--- config.mk ---
export PLATFORM = sky130hd
export DESIGN_NAME = decode_stage
export DESIGN_NICKNAME = d
export VERILOG_FILES = /design/src/rtl/decode_stage.sv
export SDC_FILE = /design/constraint.sdc
export NUM_CORES = 1
export LEC_CHECK = 0
export BUFFER_PORTS_ARGS = -buffer_cell sky130_fd_sc_hd__buf_2
export CAP_MARGIN = 5
export CORE_UTILIZATION = 45
export DETAILED_ROUTE_END_ITERATION = 6
export PLACE_DENSITY = 0.67
export SKIP_LAST_GASP = 1
export SLEW_MARGIN = 20
export SYNTH_ARGS = -nofsm -noshare
export SYNTH_HDL_FRONTEND = slang
export SYNTH_SLANG_ARGS = --single-unit
--- constraint.sdc ---
create_clock -name i_clk -period 1.9 [get_ports i_clk]
set_input_delay 0.38 -clock i_clk [delete_from_list [all_inputs] [get_ports i_clk]]
set_output_delay 0.38 -clock i_clk [all_outputs]
set_load 0.005 [all_outputs]
--- src/rtl/decode_stage.sv ---
// RV32I decode stage: a combinational decoder feeds an output register, optionally
// backed by a skid entry so that upstream ready comes straight from a flop.
module decode_stage #(
    parameter int XLEN    = 32,
    parameter bit SKID_EN = 1'b1
) (
    input  logic            i_clk,
    input  logic            i_rst_n,
    input  logic            i_flush,
    input  logic            i_valid,
    output logic            o_ready,
    input  logic [31:0]     i_instr,
    input  logic [XLEN-1:0] i_pc,
    output logic            o_valid,
    input  logic            i_ready,
    output logic [XLEN-1:0] o_pc,
    output logic [8:0]      o_class,
    output logic [3:0]      o_alu_op,
    output logic [2:0]      o_funct3,
    output logic [4:0]      o_rs1,
    output logic [4:0]      o_rs2,
    output logic [4:0]      o_rd,
    output logic            o_rd_we,
    output logic [XLEN-1:0] o_imm,
    output logic            o_illegal
);

    typedef enum logic [3:0] {
        ALU_ADD  = 4'd0,
        ALU_SUB  = 4'd1,
        ALU_SLL  = 4'd2,
        ALU_SLT  = 4'd3,
        ALU_SLTU = 4'd4,
        ALU_XOR  = 4'd5,
        ALU_SRL  = 4'd6,
        ALU_SRA  = 4'd7,
        ALU_OR   = 4'd8,
        ALU_AND  = 4'd9
    } alu_op_e;

    localparam logic [6:0] OPC_OP     = 7'b0110011;
    localparam logic [6:0] OPC_OP_IMM = 7'b0010011;
    localparam logic [6:0] OPC_BRANCH = 7'b1100011;
    localparam logic [6:0] OPC_LUI    = 7'b0110111;
    localparam logic [6:0] OPC_AUIPC  = 7'b0010111;
    localparam logic [6:0] OPC_JAL    = 7'b1101111;
    localparam logic [6:0] OPC_JALR   = 7'b1100111;
    localparam logic [6:0] OPC_LOAD   = 7'b0000011;
    localparam logic [6:0] OPC_STORE  = 7'b0100011;

    localparam int C_OP     = 0;
    localparam int C_OP_IMM = 1;
    localparam int C_BRANCH = 2;
    localparam int C_LUI    = 3;
    localparam int C_AUIPC  = 4;
    localparam int C_JAL    = 5;
    localparam int C_JALR   = 6;
    localparam int C_LOAD   = 7;
    localparam int C_STORE  = 8;

    // Every class that writes rd: all except BRANCH and STORE.
    localparam logic [8:0] RD_WE_MASK = 9'b0_1111_1011;

    typedef struct packed {
        logic [XLEN-1:0] pc;
        logic [8:0]      cls;
        logic [3:0]      alu_op;
        logic [2:0]      funct3;
        logic [4:0]      rs1;
        logic [4:0]      rs2;
        logic [4:0]      rd;
        logic            rd_we;
        logic [XLEN-1:0] imm;
        logic            illegal;
    } bundle_t;

    function automatic alu_op_e alu_from_funct3(input logic [2:0] f3, input logic alt);
        alu_op_e op;
        case (f3)
            3'b000:  op = alt ? ALU_SUB : ALU_ADD;
            3'b001:  op = ALU_SLL;
            3'b010:  op = ALU_SLT;
            3'b011:  op = ALU_SLTU;
            3'b100:  op = ALU_XOR;
            3'b101:  op = alt ? ALU_SRA : ALU_SRL;
            3'b110:  op = ALU_OR;
            default: op = ALU_AND;
        endcase
        return op;
    endfunction

    logic [6:0]        opcode;
    logic [2:0]        funct3;
    logic [6:0]        funct7;
    logic signed [31:0] imm_i, imm_s, imm_b, imm_u, imm_j, imm_sel;
    logic [8:0]        cls;
    logic              illegal;
    alu_op_e           alu_op;
    bundle_t           dec;

    always_comb begin
        // NOTE: every variable gets a default before the case so no path leaves one unassigned (no latch).
        opcode  = i_instr[6:0];
        funct3  = i_instr[14:12];
        funct7  = i_instr[31:25];
        imm_i   = {{20{i_instr[31]}}, i_instr[31:20]};
        imm_s   = {{20{i_instr[31]}}, i_instr[31:25], i_instr[11:7]};
        imm_b   = {{19{i_instr[31]}}, i_instr[31], i_instr[7], i_instr[30:25], i_instr[11:8], 1'b0};
        imm_u   = {i_instr[31:12], 12'b0};
        imm_j   = {{11{i_instr[31]}}, i_instr[31], i_instr[19:12], i_instr[20], i_instr[30:21], 1'b0};
        cls     = '0;
        alu_op  = ALU_ADD;
        imm_sel = '0;
        illegal = 1'b0;

        case (opcode)
            OPC_OP: begin
                cls[C_OP] = 1'b1;
                alu_op    = alu_from_funct3(funct3, funct7[5]);
                illegal   = !((funct7 == 7'b0000000) ||
                              (funct7 == 7'b0100000 && (funct3 == 3'b000 || funct3 == 3'b101)));
            end
            OPC_OP_IMM: begin
                cls[C_OP_IMM] = 1'b1;
                alu_op        = alu_from_funct3(funct3, (funct3 == 3'b101) && funct7[5]);
                imm_sel       = imm_i;
                illegal       = (funct3 == 3'b001 && funct7 != 7'b0000000) ||
                                (funct3 == 3'b101 && funct7 != 7'b0000000 && funct7 != 7'b0100000);
            end
            OPC_BRANCH: begin
                cls[C_BRANCH] = 1'b1;
                imm_sel       = imm_b;
                case (funct3[2:1])
                    2'b10:   alu_op = ALU_SLT;
                    2'b11:   alu_op = ALU_SLTU;
                    default: alu_op = ALU_SUB;
                endcase
                illegal = (funct3[2:1] == 2'b01);
            end
            OPC_LUI: begin
                cls[C_LUI] = 1'b1;
                imm_sel    = imm_u;
            end
            OPC_AUIPC: begin
                cls[C_AUIPC] = 1'b1;
                imm_sel      = imm_u;
            end
            OPC_JAL: begin
                cls[C_JAL] = 1'b1;
                imm_sel    = imm_j;
            end
            OPC_JALR: begin
                cls[C_JALR] = 1'b1;
                imm_sel     = imm_i;
                illegal     = (funct3 != 3'b000);
            end
            OPC_LOAD: begin
                cls[C_LOAD] = 1'b1;
                imm_sel     = imm_i;
                illegal     = (funct3 == 3'b011) || (funct3[2:1] == 2'b11);
            end
            OPC_STORE: begin
                cls[C_STORE] = 1'b1;
                imm_sel      = imm_s;
                illegal      = (funct3 >= 3'b011);
            end
            default: illegal = 1'b1;
        endcase

        dec         = '0;
        dec.pc      = i_pc;
        dec.cls     = illegal ? 9'b0 : cls;
        dec.alu_op  = alu_op;
        dec.funct3  = funct3;
        dec.rs1     = i_instr[19:15];
        dec.rs2     = i_instr[24:20];
        dec.rd      = i_instr[11:7];
        dec.rd_we   = !illegal && (i_instr[11:7] != 5'd0) && |(cls & RD_WE_MASK);
        dec.imm     = XLEN'(imm_sel);
        dec.illegal = illegal;
    end

    bundle_t out_q, out_n, skid_q, skid_n;
    logic    out_valid_q, out_valid_n, skid_valid_q, skid_valid_n;
    logic    ready_q, ready_n;
    logic    accept, out_free;

    // ready_q doubles as "out of reset": it holds o_ready low until the first edge.
    assign out_free = !out_valid_q || i_ready;
    assign o_ready  = SKID_EN ? ready_q : (ready_q && out_free);
    assign accept   = i_valid && o_ready;

    always_comb begin
        out_n        = out_q;
        out_valid_n  = out_valid_q;
        skid_n       = skid_q;
        skid_valid_n = skid_valid_q;
        if (i_flush) begin
            out_valid_n  = 1'b0;
            skid_valid_n = 1'b0;
        end else if (out_free) begin
            if (skid_valid_q) begin
                out_n        = skid_q;
                out_valid_n  = 1'b1;
                skid_valid_n = 1'b0;
            end else if (accept) begin
                out_n       = dec;
                out_valid_n = 1'b1;
            end else begin
                out_valid_n = 1'b0;
            end
        end else if (accept) begin
            skid_n       = dec;
            skid_valid_n = 1'b1;
        end
        ready_n = SKID_EN ? !skid_valid_n : 1'b1;
    end

    // NOTE: payload registers are reset too, because the outputs must read zero during reset.
    always_ff @(posedge i_clk or negedge i_rst_n) begin
        if (!i_rst_n) begin
            out_q        <= '0;
            skid_q       <= '0;
            out_valid_q  <= 1'b0;
            skid_valid_q <= 1'b0;
            ready_q      <= 1'b0;
        end else begin
            // NOTE: non-blocking so every register samples pre-edge values.
            out_q        <= out_n;
            skid_q       <= skid_n;
            out_valid_q  <= out_valid_n;
            skid_valid_q <= skid_valid_n;
            ready_q      <= ready_n;
        end
    end

    assign o_valid   = out_valid_q;
    assign o_pc      = out_q.pc;
    assign o_class   = out_q.cls;
    assign o_alu_op  = out_q.alu_op;
    assign o_funct3  = out_q.funct3;
    assign o_rs1     = out_q.rs1;
    assign o_rs2     = out_q.rs2;
    assign o_rd      = out_q.rd;
    assign o_rd_we   = out_q.rd_we;
    assign o_imm     = out_q.imm;
    assign o_illegal = out_q.illegal;

endmodule

==> results_dict.tcl <==
set metrics [dict create \
    critPathKind "reg2reg" \
    post_dp_cell_area_sq_um 10300 \
    syn_to_final_growth_pct 24.6 \
    port-buffer-count 167 \
    die-area_sq_um 20000 \
    grt_start_max_net_pins 88 \
    synth_flop_cell "dfrtp_1" \
    cap_violations 0 \
    first_iter_violations 579 \
    clock_skew_ps 6.76 \
    dieHeight_um 142 \
    firstDrtPassIters 4 \
    synth_edf_count 0 \
    fin_crit_sh_pct 92.5 \
    path_cells "a21o_1 > and3_1 > nand2_1 > or4_1 > o21ai_0" \
    place_congestion 0.831 \
    ys_async_sr_fraction_pct 100 \
    min_period_ps 1760 \
    max_stage_delay_ps 460 \
    wl_mm 23.7 \
    setup_violations 0 \
    antenna_found_initial 0 \
    final_common_cell "nand2_1" \
    synthesis.area_sq_um 8770 \
    syn_area_per_cell_sq_um 9.40 \
    grt_pass1_vias 7064 \
    cp.required_ps 2240 \
    die_w_um 142 \
    cts_root_buf "clkbuf_16" \
    io_pins 168 \
    r2r-start "o_ready" \
    slew_viol_final 0 \
    fmax_ghz 0.569 \
    slew_headroom_pct 58.9 \
    layout_common_cells "273 x nand2_1, 196 x dfrtp_1, 166 x buf_2" \
    rows 50 \
    startpoint "o_ready" \
    fin_area_sq_um 10900 \
    clk_pin_slew_ps 70 \
    ys_warn_count 0 \
    htree_levels 4 \
    min_path_type "in2reg" \
    synthCells 933 \
    path_max_fanout 6 \
    critPathSlowestCell "or4_1" \
    wl_per_cell_um 17.0 \
    finalSetupTns_ps 0 \
    syn_nets 1002 \
    vias 7391 \
    crit_arrival_ps 2100 \
    grt_usage_pct 24.6 \
    cts_buffers 17 \
    clk_path_buf_depth 2 \
    diodes 0 \
    status "finished clean" \
    synthDistinctLibCells 51 \
    critPathCaptureType "flop" \
    synth_seq_cells 197 \
    worst_pin_slew_ps 609 \
    rsz0062_at_grt "false" \
    grt_pass1_wl_mm 38.0 \
    clock_sinks 197 \
    grt_overflow_total 0 \
    place_hpwl_mm 16.5 \
    fillers 1715 \
    initial_core_util_pct 46.4 \
    hold_start "i_pc[28]" \
    seq_area_frac_synth_pct 56.2 \
    cts_setup_buffers 0 \
    nets 1194 \
    clk_latency_ps 430 \
    setup.worst_path.start_class "flop" \
    drc 0 \
    core_region_area_sq_um 18900 \
    leakage_uw 0.00527 \
    drive_gt1_share_pct 24.6 \
    cts_tree "yes" \
    powerDensity_nw_per_um2 936 \
    via_per_inst 5.29 \
    peakVddDrop_mv 0.695 \
    hold_viol 0 \
    antenna_left 0 \
]
==> report_power, final <==
| part | leakage, uW | internal [uW] | switching [uW] | total (uW) |
|---|---|---|---|---|
| registers | 0.00252 | 4810 | 319 | 5130 |
| clock network | 0.000274 | 1980 | 1580 | 3560 |
| logic | 0.00247 | 679 | 857 | 1540 |
==> worst max-delay path, delay by kind of cell (launching register included) <==
family	cells	cell delay (ps)
compound gates	2	330
simple gates	3	940
flops	1	390
==> state kept, by name, summed over array words and instances (netlist names) <==
name,flops
o_ready,1
o_imm,32
skid_valid_q,1
o_rs1,5
o_illegal,1
o_pc,32
o_class,9
skid_q,97
o_rd_we,1
o_funct3,3
o_alu_op,4
o_rd,5
o_valid,1
o_rs2,5
==> final timing paths <==
kind	end	slack, ps	depth (start not counted)
max	o_class[7]	140	5
min	skid_q[93]	150	3
max reg2reg	o_class[7]	140	5
min reg2reg	o_rs2[1]	470	2
max in group asynchronous	skid_q[43]	810	3
min in group asynchronous	o_pc[24]	450	2
==> cells in the mapped netlist (2+ instances only) <==
library cell,instances,area share (%)
and3b_1,2,0.20
nor4b_4,2,0.54
nand2b_1,6,0.43
clkbuf_1,38,1.6
o41ai_1,2,0.20
o311ai_0,2,0.20
a21oi_1,67,3.8
and3_1,18,1.3
nor2_1,25,1.1
nand2_1,273,12
o211ai_1,4,0.34
nand3b_1,2,0.17
o21ai_1,2,0.11
or4_1,2,0.17
dfrtp_1,197,56
or3_1,14,1.0
o31ai_1,9,0.77
a31oi_1,4,0.29
buf_1,6,0.26
o21ai_0,107,6.1
mux2i_1,50,5.7
nor3_1,8,0.46
nor2b_1,6,0.43
nor4_1,2,0.14
o21a_1,4,0.34
nand3_1,14,0.80
o41ai_2,2,0.37
buf_4,2,0.17
inv_1,7,0.30
nand4_1,2,0.14
o22ai_1,12,0.86
buf_2,19,1.1
a22oi_1,5,0.43
==> per-stage QoR <==
stage / instances / utilization, % / setup slack [ps] / total power (uW) / hold WS [ps]
detailed placement: 1365 / 54.7 / -176 / 6750 / 359
floorplan: 933 / - / 183 / 5900 / 84.4
finish: 1397 / 57.8 / 142 / 10200 / 150
CTS: 1397 / 57.8 / 131 / 10300 / 139
global route: 1397 / 57.8 / 39.7 / 10800 / 147
global placement: 1365 / 54.7 / -135 / 6690 / 353
==> layout make-up <==
class	instances	area (sq um)	share of cell area [%]
clock inverter	10	124	1.13
multi-input combinational	664	3560	32.6
tap	260	325	2.98
sequential	197	4930	45.2
timing repair buffer	238	1510	13.8
inverter	7	26.3	0.240
clock buffer	21	450	4.12
==> logic make-up after synthesis <==
kind of cell           after synthesis  synth area share (%)
AO/OA/AOI/OAI                      231                  15.1
buffers and inverters               72                  3.44
AND/OR/NAND/NOR                    382                  19.4
flip-flops                         197                  56.2
multiplexers                        51                  5.84
==> timing repair <==
item / 4_1_cts / 5_1_grt
hold buffers: 1 / 0
gates resized for setup: 0 / 1
endpoints found under the setup margin: 0 / 1
endpoints found under the hold margin: 43 / 0
==> layer usage <==
| layer | track usage (%) | up-vias | routed length [um] | share of wire, % |
|---|---|---|---|---|
| li1 | - | 3596 | - | - |
| met1 | 34.6 | 3550 | 11100 | 47 |
| met2 | 38.7 | 218 | 11000 | 46 |
| met3 | 4.69 | 27 | 1210 | 5.1 |
| met4 | 7.36 | 0 | 425 | 1.8 |
| met5 | 0 | - | 0 | 0 |
Power figures use the tool's default switching activity.
